<file path="src/rtl/muldiv_seq_if.sv">
// Handshake and data bundle between the pipeline and the sequential multiply/divide unit.
// The pipeline drives through master; the unit implements slave.
interface muldiv_seq_if;
  logic        start;
  logic [1:0]  op;
  logic [31:0] in0;
  logic [31:0] in1;
  logic        flush;
  logic        mthi;
  logic        mtlo;
  logic [31:0] wdata;
  logic        busy;
  logic        done;
  logic        dz;
  logic [31:0] hi_out;
  logic [31:0] lo_out;

  modport master (
    output start, op, in0, in1, flush, mthi, mtlo, wdata,
    input  busy, done, dz, hi_out, lo_out
  );

  modport slave (
    input  start, op, in0, in1, flush, mthi, mtlo, wdata,
    output busy, done, dz, hi_out, lo_out
  );
endinterface

</file>
<file path="src/rtl/muldiv_seq.sv">
// Sequential 32-bit multiply/divide unit with architectural HI/LO registers.
// Each operation takes one bit per cycle on unsigned magnitudes, with signs fixed up at the end.
module muldiv_seq (
  input  logic         clk,
  input  logic         rst_n,
  muldiv_seq_if.slave  bus
);

  typedef enum logic [1:0] {IDLE, RUN, FIX} state_t;

  state_t      state, state_nxt;
  logic [5:0]  cnt;
  logic [1:0]  op_q;
  logic [31:0] in0_q, in1_q;
  logic [31:0] opnd;
  logic [63:0] acc;
  logic [31:0] hi_q, lo_q;
  logic        done_q, dz_q;

  logic        launch;
  logic        start_signed;
  logic [31:0] mag0, mag1;
  logic        is_div, is_signed;
  logic [32:0] mul_sum, div_trial;
  logic [63:0] mul_next, div_next;
  logic [63:0] prod;
  logic [31:0] quo, rem;
  logic [31:0] res_hi, res_lo;

  assign launch       = (state == IDLE) && bus.start && !bus.flush;
  assign start_signed = ~bus.op[0];
  assign mag0         = (start_signed && bus.in0[31]) ? -bus.in0 : bus.in0;
  assign mag1         = (start_signed && bus.in1[31]) ? -bus.in1 : bus.in1;

  assign is_div    = op_q[1];
  assign is_signed = ~op_q[0];

  // Multiply: acc = {partial product, remaining multiplier bits}.
  assign mul_sum  = {1'b0, acc[63:32]} + {1'b0, opnd};
  assign mul_next = acc[0] ? {mul_sum, acc[31:1]} : {1'b0, acc[63:1]};

  // Divide: acc = {partial remainder, dividend bits becoming quotient bits}.
  assign div_trial = acc[63:31] - {1'b0, opnd};
  assign div_next  = div_trial[32] ? {acc[62:0], 1'b0}
                                   : {div_trial[31:0], acc[30:0], 1'b1};

  assign prod = (is_signed && (in0_q[31] ^ in1_q[31])) ? -acc : acc;
  assign quo  = (is_signed && (in0_q[31] ^ in1_q[31])) ? -acc[31:0] : acc[31:0];
  assign rem  = (is_signed && in0_q[31]) ? -acc[63:32] : acc[63:32];

  always_comb begin
    // NOTE: every combinational output gets a default first so no path can infer a latch.
    res_hi = prod[63:32];
    res_lo = prod[31:0];
    if (is_div) begin
      if (in1_q == 32'd0) begin
        res_hi = in0_q;
        res_lo = 32'hFFFF_FFFF;
      end else begin
        res_hi = rem;
        res_lo = quo;
      end
    end
  end

  always_comb begin
    state_nxt = state;
    case (state)
      IDLE:    if (launch) state_nxt = RUN;
      RUN:     if (bus.flush) state_nxt = IDLE;
               else if (cnt == 6'd31) state_nxt = FIX;
      FIX:     state_nxt = IDLE;
      default: state_nxt = IDLE;
    endcase
  end

  // NOTE: sequential state uses non-blocking assignments so all registers update from pre-edge values.
  always_ff @(posedge clk or negedge rst_n) begin
    if (!rst_n) state <= IDLE;
    else        state <= state_nxt;
  end

  always_ff @(posedge clk or negedge rst_n) begin
    if (!rst_n) begin
      cnt    <= '0;
      op_q   <= '0;
      in0_q  <= '0;
      in1_q  <= '0;
      opnd   <= '0;
      acc    <= '0;
      hi_q   <= '0;
      lo_q   <= '0;
      done_q <= 1'b0;
      dz_q   <= 1'b0;
    end else begin
      done_q <= 1'b0;
      case (state)
        IDLE: begin
          if (bus.mthi) hi_q <= bus.wdata;
          if (bus.mtlo) lo_q <= bus.wdata;
          if (launch) begin
            op_q  <= bus.op;
            in0_q <= bus.in0;
            in1_q <= bus.in1;
            cnt   <= '0;
            opnd  <= bus.op[1] ? mag1 : mag0;
            acc   <= {32'd0, bus.op[1] ? mag0 : mag1};
          end
        end
        RUN: begin
          if (!bus.flush) begin
            acc <= is_div ? div_next : mul_next;
            cnt <= cnt + 6'd1;
          end
        end
        FIX: begin
          // Flush wins over the result write: HI/LO/dz stay as they were.
          if (!bus.flush) begin
            hi_q   <= res_hi;
            lo_q   <= res_lo;
            dz_q   <= is_div && (in1_q == 32'd0);
            done_q <= 1'b1;
          end
        end
        default: ;
      endcase
    end
  end

  assign bus.busy   = (state != IDLE);
  assign bus.done   = done_q;
  assign bus.dz     = dz_q;
  assign bus.hi_out = hi_q;
  assign bus.lo_out = lo_q;

endmodule

</file>
<file path="src/flat_wrapper.sv">
// flat-port wrapper written by rule: the top's interface ports become plain ports
module muldiv_seq_flat 
  (clk, rst_n, bus_start, bus_op, bus_in0, bus_in1, bus_flush, bus_mthi, bus_mtlo, bus_wdata, bus_busy, bus_done, bus_dz, bus_hi_out, bus_lo_out);
  muldiv_seq_if bus_i ();
  input  logic clk;
  input  logic rst_n;
  input wire logic [$bits(bus_i.start)-1:0] bus_start;
  input wire logic [$bits(bus_i.op)-1:0] bus_op;
  input wire logic [$bits(bus_i.in0)-1:0] bus_in0;
  input wire logic [$bits(bus_i.in1)-1:0] bus_in1;
  input wire logic [$bits(bus_i.flush)-1:0] bus_flush;
  input wire logic [$bits(bus_i.mthi)-1:0] bus_mthi;
  input wire logic [$bits(bus_i.mtlo)-1:0] bus_mtlo;
  input wire logic [$bits(bus_i.wdata)-1:0] bus_wdata;
  output wire logic [$bits(bus_i.busy)-1:0] bus_busy;
  output wire logic [$bits(bus_i.done)-1:0] bus_done;
  output wire logic [$bits(bus_i.dz)-1:0] bus_dz;
  output wire logic [$bits(bus_i.hi_out)-1:0] bus_hi_out;
  output wire logic [$bits(bus_i.lo_out)-1:0] bus_lo_out;
  assign bus_i.start = bus_start;
  assign bus_i.op = bus_op;
  assign bus_i.in0 = bus_in0;
  assign bus_i.in1 = bus_in1;
  assign bus_i.flush = bus_flush;
  assign bus_i.mthi = bus_mthi;
  assign bus_i.mtlo = bus_mtlo;
  assign bus_i.wdata = bus_wdata;
  assign bus_busy = bus_i.busy;
  assign bus_done = bus_i.done;
  assign bus_dz = bus_i.dz;
  assign bus_hi_out = bus_i.hi_out;
  assign bus_lo_out = bus_i.lo_out;
  muldiv_seq u_core (.clk(clk), .rst_n(rst_n), .bus(bus_i));
endmodule
</file>
<file path="config.mk">
export PLATFORM = sky130hd
export DESIGN_NAME = muldiv_seq_flat
export DESIGN_NICKNAME = d
export VERILOG_FILES = /design/src/rtl/muldiv_seq_if.sv /design/src/rtl/muldiv_seq.sv /design/src/flat_wrapper.sv
export SDC_FILE = /design/constraint.sdc
export NUM_CORES = 1
export LEC_CHECK = 0
export BUFFER_PORTS_ARGS = -buffer_cell sky130_fd_sc_hd__buf_2
export CAP_MARGIN = 20
export CORE_UTILIZATION = 65
export DETAILED_ROUTE_END_ITERATION = 16
export MAX_ROUTING_LAYER = met4
export PLACE_DENSITY_LB_ADDON = 0.1
export SLEW_MARGIN = 10
export SYNTH_ARGS = -nofsm -noshare
export SYNTH_HDL_FRONTEND = slang
export SYNTH_SLANG_ARGS = --single-unit
</file>
<file path="constraint.sdc">
create_clock -name clk -period 7.05 [get_ports clk]
set_input_delay 0.3525 -clock clk [delete_from_list [all_inputs] [get_ports clk]]
set_output_delay 0.3525 -clock clk [all_outputs]
set_load 0.05 [all_outputs]
</file>
Word level (Yosys, flattened, before mapping)
Index checks and enable logic that the tools add are counted.
{ "word_totals": {"ff_bits": 236} }
{ "op_classes": {"n_bitwise": 4, "n_reduce_logical": 19, "eq_ne": 9, "n_addsub": 8, "mux": 32} }
{ "op_table": {"columns": ["op", "n"], "rows": [
  ["$mux W32", 14],
  ["$mux W64", 6],
  ["$neg A32 Y32", 4],
  ["$pmux W32 S2", 2],
  ["$pmux W64 S2", 1],
  ["$neg A64 Y64", 1],
  ["$add A32 B32 Y33", 1],
  ["$sub A33 B32 Y33", 1],
  ["$logic_not A32 Y1", 1],
  ["$mux W6", 2],
  ["$pmux W6 S2", 1],
  ["$reduce_and A3 Y1", 3],
  ["$ne A2 B2 Y1 const B", 4],
  ["$logic_and A1 B1 Y1", 7],
  ["$add A6 B1 Y6 const B", 1],
  ["$eq A6 B5 Y1 const B", 1],
  ["$mux W2", 3],
  ["$reduce_and A2 Y1", 3],
  ["$reduce_bool A2 Y1", 3],
  ["$pmux W2 S2", 1],
  ["$ne A3 B2 Y1 const B", 1],
  ["$not A1 Y1", 3],
  ["$eq A2 B1 Y1 const B", 1],
  ["$eq A2 B2 Y1 const B", 1],
  ["5 further kinds", 6]
]} }

Logic depth before layout (Yosys ltp)
Gate-level depths: netlist of run 1.
{ "logic_depth": {"depth_word": 7, "depth_mapped": 13} }

Least setup slack after synthesis of run 1
No wires, ideal clock.
{ "synth_path": {"kind": "register to register", "start": "register u_core.acc[32]", "end": "register u_core.acc[59]", "period_less_slack_ns": 3.249, "stages_incl_launch_ff": 14, "slack_ns": 3.801, "path_buffers": 2, "arrival_ns": 3.117, "cell_sequence": "dfrtp_1 clkbuf_1 inv_1 fa_1 nand2b_1 a21oi_1 o31ai_2 and4bb_4 or3_4 nand3_2 nand2_4 buf_2 a221oi_1 a211oi_1"} }
{ "synth_between": {"elab_chain_len": 5, "word_cells_on_any_way": 7, "cone_classes": "add/sub: 2; mux: 5"} }
{ "synth_lines": {"columns": ["element", "line_no", "rtl"], "rows": [
  ["from (decl)", "muldiv_seq.sv:16", "logic [63:0] acc;"],
  ["from (signal assigned)", "muldiv_seq.sv:107", "acc <= {32'd0, bus.op[1] ? mag0 : mag1};"],
  ["from (signal assigned)", "muldiv_seq.sv:112", "acc <= is_div ? div_next : mul_next;"],
  ["$sub A33 B32 Y33 / $add A32 B32 Y33 (equally long branches)", "muldiv_seq.sv:43, muldiv_seq.sv:39", null],
  ["$mux W64, on equally long branches", "muldiv_seq.sv:44, muldiv_seq.sv:40", null],
  ["$mux W64 (*)", "muldiv_seq.sv:112", null],
  ["$mux W64 (*)", "muldiv_seq.sv:111", "if (!bus.flush) begin"],
  ["$pmux W64 S2 (*)", "muldiv_seq.sv:97", "case (state)"]
]} }
Every way passes the cells marked *; elsewhere a longest branch is shown, timed or not. The select of a mux whose other input is x is not followed.
A chain may end at the register's enable or synchronous reset.

Worst setup path in the final report of run 1
{ "layout_path": {"start": "register u_core.acc[32]", "end": "register u_core.acc[55]"} }
The elaborated chain is that of the path after synthesis.

==> results of run 1 <==
path summary, 6_finish.rpt:
path | startpoint | endpoint | slack [ns] | cells past startpoint
max in group asynchronous | rst_n | u_core.op_q[1] | 5.11 | 3
worst min-delay path | bus_in1[7] | u_core.in1_q[7] | 0.04 | 3
worst max-delay path | u_core.acc[32] | u_core.acc[55] | 3.01 | 12
worst max register to register | u_core.acc[32] | u_core.acc[55] | 3.01 | 12
min in group asynchronous | rst_n | u_core.bus.hi_out[28] | 0.41 | 2
worst min register to register | u_core.in1_q[2] | u_core.in1_q[2] | 0.47 | 2
stage by stage:
stage	power, W	hold slack (ns)	utilization	instance area [sq um]
2_1_floorplan	0.00550	0.0569	-	19000
3_3_place_gp	0.00668	0.428	0.690	19800
3_5_place_dp	0.00676	0.436	0.691	19900
4_1_cts	0.00826	0.0368	0.723	20800
5_1_grt	0.00890	0.0645	0.725	20900
6_report	0.00850	0.0420	0.725	20900
cell type report:
class                      count  share of cell area
clock inverter                10             0.00660
clock buffer                  38              0.0382
inverter                      69              0.0124
sequential                   236               0.283
timing repair buffer         195              0.0525
multi-input combinational   1960               0.584
tap                          384              0.0230
cell usage in the layout, fill, tap and decap left out, types with 60 or more instances in the layout:
master / count
ha_1: 69
xor2_1: 85
dfrtp_1: 235
xnor2_1: 108
nor2_1: 181
inv_1: 68
nand2_1: 395
nor3_1: 63
buf_2: 169
o21ai_0: 200
mux2i_1: 60
a21oi_1: 193
layer usage:
layer,routed length (um),part of all wire,up-vias,GRT usage
li1,-,-,8802,-
met3,9400,0.13,233,0.109
met2,29200,0.41,1529,0.671
met1,28500,0.40,9392,0.654
met5,0,0,-,-
met4,4470,0.062,0,0.242
power breakdown:
| group | internal [W] | switching, W |
|---|---|---|
| clock | 0.000894 | 0.000612 |
| combinational | 0.00173 | 0.00295 |
| sequential | 0.00166 | 0.000655 |
sequential cells by signal (all words and copies together), names as in the netlist:
name,flops
u_core.bus.dz,1
u_core.cnt,6
u_core.acc,64
u_core.in0_q,32
u_core.bus.done,1
u_core.op_q,2
u_core.opnd,32
u_core.bus.lo_out,32
u_core.bus.hi_out,32
u_core.in1_q,32
u_core.state,2
tightest hold or removal path, delay by kind of cell:
kind / cells / cell delay [ns]
buffers and inverters: 1 / 0.11
and+or+nand+nor: 2 / 0.10
cells by family (layout without fill, tap and decap cells):
kind of cell             count (synthesis)  count (layout)  share of synthesized area
flip-flops                             236             236                      0.310
AND/OR/NAND/NOR                        870             870                      0.217
buffers and inverters                  245             312                     0.0512
multiplexers                            66              66                     0.0351
adder cells (fa/ha/maj)                 71              71                     0.0475
AO/OA/AOI/OAI                          760             760                      0.250
XOR/XNOR                               193             193                     0.0889
timing repair:
item | CTS | global route
buffers inserted | 0 | 0
hold endpoints to repair | 96 | 0
hold buffers | 1 | 0
resized for setup | 0 | 0
==> impl_metrics.json, run 1 <==
{
  "dp.cells": 2841,
  "syn_inst": 2441,
  "grt_max_degree": 99,
  "drt_iter0_drc": 3166,
  "firstDrtPassIters": 8,
  "p_leak_nw": 9.28,
  "place.port_buffers": 170,
  "drv_slew": 0,
  "vias_per_cell": 6.90,
  "outcome": "finished, final reports clean",
  "p_per_area_nw_per_um2": 407,
  "htreeDepth": 1,
  "final.fill_count": 2291,
  "synth_fp_nets": 2616,
  "final_nets": 2664,
  "grt_pass1_vias": 18100,
  "rows": 62,
  "yosysTopAreaCell": "dfrtp_1",
  "synth_common_cells": "nand2_1, dfrtp_1, o21ai_0",
  "insertion_delay_ns": 0.56,
  "crit_arrival_ns": 4.48,
  "cts_tree": "yes",
  "timing.final.ws_setup_ns": 3.01,
  "core_sq_um": 28800,
  "rsz0062_at_grt": "no",
  "synth_area_sq_um": 19000,
  "worstPathCellList": "inv_1 > fa_1 > nand2b_1 > a21oi_1 > o31ai_2 > and4bb_4 > nor3_2 > nor3_2 > buf_6 > nor2_4 > mux2i_1 > a221oi_1",
  "critPathRequiredTime_ns": 7.49,
  "slowest_stage": "dfrtp_1",
  "synth-seq-cells": 236,
  "crit_fanout": 16,
  "via_count": 20000,
  "stdcell_count": 2892,
  "syn2layout_area_growth_pct": 9.66,
  "cap_violations": 0,
  "die_y_um": 173,
  "clkTransAtPathRegs_ns": 0.06,
  "fmax_mhz": 248,
  "hpwl_um": 53200,
  "fin_crit_ns": 4.04,
  "cts-buffers-inserted": 27,
  "critPathBufInv": 2,
  "ys_warn_count": 0,
  "tightest_slew_ns": 1.12,
  "drc": 0,
  "slew_headroom": 0.252,
  "multiInputGateArea_sq_um": 12200,
  "wl_per_cell_um": 24.7,
  "design.die.area_sq_um": 30000,
  "n_antenna_cell": 0,
  "initial_utilization": 0.661,
  "cpMostUsedCell": "nor3_2",
  "gr-total-overflow": 0,
  "yosys-top-cells-area": "dfrtp_1, nand2_1, o21ai_0, a21oi_1, xnor2_1",
  "track_usage": 0.481,
  "crit_type": "reg -> reg",
  "cts-root-buf": "clkbuf_16",
  "synth_top_cell_area_share": 0.310,
  "period_share": 0.573,
  "grt_pass1_wl_um": 108000,
  "synth_ff_type": "dfrtp_1",
  "synthArstFlopShare": 1.00,
  "clock_sinks": 236,
  "synth_edf_count": 0,
  "drive_gt1_frac": 0.127,
  "route.antenna.remaining_nets": 0,
  "yosysMostFrequentCell": "nand2_1",
  "ys_seq_area_frac": 0.310,
  "routed_wl_um": 71600,
  "place_congestion": 1.08,
  "setup_violations": 0,
  "die_x_um": 173,
  "peakVddDrop_uv": 294,
  "end_kind": "flop",
  "slowest_delay_ns": 0.74,
  "synth_cell_type_count": 92,
  "final_hold_viol_count": 0,
  "antenna_found_initial": 1,
  "cts_buffer_depth": 3,
  "hold_class": "in -> reg",
  "tns_ns": 0,
  "seq_area_sq_um": 5910,
  "cp-start-kind": "flop",
  "avgSynthCellArea_sq_um": 7.79,
  "finClkSkew_ns": 0.0188,
  "ioPinCount": 171,
  "pre_cts_slack_ns": 3.14,
  "path_delay_family": "simple AND/OR/NAND/NOR gates"
}
(Power assumes the default switching activity.)
==> inputs of run 2 (changes only) <==
Settings changed: CORE_UTILIZATION 65 to 62.
Clock period 7.05 ns to 3.79 ns, I/O delays scaled along.
==> run 2 against run 1 <==
  * Register-to-register slack worse by 2.7 ns
  * Largest power group unchanged
  * Power rose by 87%
  * First-iteration DRC count fell by 9.8%
  * Clock-buffer cell count is 4 higher
  * Final cell count rose by 4.9%
  * Critical endpoint is now u_core.acc[37]
  * Worst setup slack got worse by 2.7 ns
  * Combinational power grew 100%
  * Clock power increased by 74%
  * Hold slack got worse by 0.034 ns
  * Global-route usage decreased by 0.98 points
  * Design area rose by 5.5%
  * Routed wire length is 2.0% higher
  * Critical path type unchanged
==> impl_metrics.json, run 2 (same netlist as run 1, synthesis figures left out) <==
{
  "htreeDepth": 1,
  "initial_utilization": 0.637,
  "clock_sinks": 236,
  "swShare": 0.492,
  "fin_util": 0.737,
  "holdPathEnd": "u_core.bus.hi_out[23]",
  "worstPathCellList": "inv_1 > ha_1 > fa_1 > nand2b_1 > a21oi_1 > o31ai_2 > and4bb_4 > or3_4 > a21oi_4 > buf_4 > nor3_1 > a211oi_1 > o21ai_1",
  "hold_class": "in -> reg",
  "die_x_um": 177,
  "cts-buffers-inserted": 28,
  "seq_area_sq_um": 5910,
  "design.die.area_sq_um": 31400,
  "final.fill_count": 2345,
  "routed_wl_um": 73000,
  "cts_buffer_depth": 3,
  "p_leak_nw": 9.84,
  "outcome": "finished, final reports clean",
  "comb_power_share": 0.587,
  "peakVddDrop_uv": 497,
  "die_y_um": 177,
  "cp-start-kind": "flop",
  "fmax_mhz": 284,
  "end_kind": "flop",
  "clkTransAtPathRegs_ns": 0.06,
  "holdCritStartpoint": "bus_wdata[23]",
  "crit_fanout": 16,
  "p_per_area_nw_per_um2": 723,
  "post_cts_buffers": 0,
  "cap_violations": 0,
  "slowest_delay_ns": 0.42,
  "rows": 63,
  "track_usage": 0.471,
  "via_count": 20500,
  "largest_register": "u_core.acc",
  "cts_resized": 0,
  "path_delay_family": "compound AO/OA/AOI/OAI gates",
  "place_congestion": 1.04,
  "drv_slew": 0,
  "place.port_buffers": 170,
  "critPathRequiredTime_ns": 4.22,
  "pre_cts_slack_ns": 0.363,
  "final_hold_viol_count": 0,
  "largest_register_ffs": 64,
  "insertion_delay_ns": 0.59,
  "hold_depth": 3,
  "cts-root-buf": "clkbuf_16",
  "tightest_slew_ns": 1.16,
  "drive_gt1_frac": 0.138,
  "clkPwrFrac": 0.166,
  "grt_max_degree": 96,
  "timing.rr.start": "u_core.acc[31]",
  "gr-total-overflow": 0,
  "layout_commonest_cell": "nand2_1",
  "crit_arrival_ns": 3.95,
  "ioPinCount": 171,
  "p_int_w": 0.00807,
  "timing.final.ws_setup_ns": 0.272,
  "multiInputGateArea_sq_um": 12200,
  "drc": 0,
  "p_total_w": 0.0159,
  "reg2reg_depth": 13,
  "syn2layout_area_growth_pct": 15.7,
  "slowest_stage": "dfrtp_1",
  "cts_tree": "yes",
  "crit_type": "reg -> reg",
  "rrSetupSlack_ns": 0.27,
  "layout_common_cells": "nand2_1, dfrtp_1, o21ai_0, a21oi_1, nor2_1",
  "period_share": 0.928,
  "tns_ns": 0,
  "grt_pass1_wl_um": 109000,
  "fin_crit_ns": 3.52,
  "core_sq_um": 29900,
  "wl_per_cell_um": 24.0,
  "hpwl_um": 52900,
  "power.switching_w": 0.00783,
  "route.antenna.remaining_nets": 0,
  "timing.rr.end": "u_core.acc[37]",
  "p_seq_frac": 0.248,
  "vias_per_cell": 6.74,
  "antenna_found_initial": 2,
  "slew_headroom": 0.229,
  "setup_violations": 0,
  "rsz0062_at_grt": "no",
  "final_nets": 2798,
  "drt_iter0_drc": 2856,
  "finClkSkew_ns": 0.0351,
  "critPathBufInv": 2,
  "grt_pass1_vias": 18200,
  "firstDrtPassIters": 7
}
[run 2: cell types whose count changed in the layout (fill, tap and decap cells not counted), moves of 2 or more]
cell,before,now
dlygate4sd3_1,1,83
clkbuf_8,8,6
diode_2,0,3
buf_12,0,2
buf_16,2,0
clkbuf_1,3,8
buf_4,21,73
bufinv_16,3,0
[run 2: worst max-delay path by stage]
stage	to	startpoint	slack [ns]	cells past startpoint
2_1_floorplan	u_core.acc[59]	u_core.acc[32]	0.54	13
3_3_place_gp	u_core.acc[37]	u_core.acc[31]	0.45	13
3_5_place_dp	u_core.acc[37]	u_core.acc[31]	0.36	13
4_1_cts	u_core.acc[37]	u_core.acc[31]	0.32	13
5_1_grt	u_core.acc[35]	u_core.acc[31]	0.13	12
6_report	u_core.acc[37]	u_core.acc[31]	0.27	13
[run 2: layer usage]
metal | GRT usage | vias to the layer above | wire length (um)
li1 | - | 9069 | -
met1 | 0.643 | 9636 | 29100
met2 | 0.674 | 1531 | 30500
met3 | 0.0866 | 225 | 9350
met4 | 0.217 | 0 | 4050
met5 | - | - | 0
[run 2: stage by stage]
stage	instance area (sq um)	hold slack, ns	std cells
finish	22000	0.00805	3035
global placement	20300	0.266	2900
global route	22000	0.0211	3034
floorplan	19000	-0.106	2441
CTS	22000	0.0000320	3031
detailed placement	20300	0.264	2900
[run 2: power groups by stage]
stage	logic, W	registers [W]	clock network (W)
CTS	0.00901	0.00388	0.00262
global route	0.00997	0.00397	0.00272
global placement	0.00874	0.00388	0
finish	0.00934	0.00394	0.00263
detailed placement	0.00888	0.00391	0
floorplan	0.00632	0.00392	0
[run 2: worst register-to-register path, stage by stage, from the launching register on]
cell	delay, ns
dfrtp_1	0.42
inv_1	0.12
ha_1	0.23
fa_1	0.40
nand2b_1	0.20
a21oi_1	0.28
o31ai_2	0.13
and4bb_4	0.24
or3_4	0.40
a21oi_4	0.18
buf_4	0.28
nor3_1	0.10
a211oi_1	0.29
o21ai_1	0.11
[run 2: final cells by class]
type / instances / area share
antenna: 3 / 0.000341
clock buffer: 42 / 0.0370
clock inverter: 7 / 0.00301
inverter: 69 / 0.0118
multi-input combinational: 1960 / 0.554
sequential: 236 / 0.269
tap: 390 / 0.0222
timing repair buffer: 328 / 0.104
[run 2: repair_timing]
action | 4_1_cts | 5_1_grt
hold buffers | 82 | 1
setup endpoints to repair | 0 | 0
endpoints found under the hold margin | 175 | 1
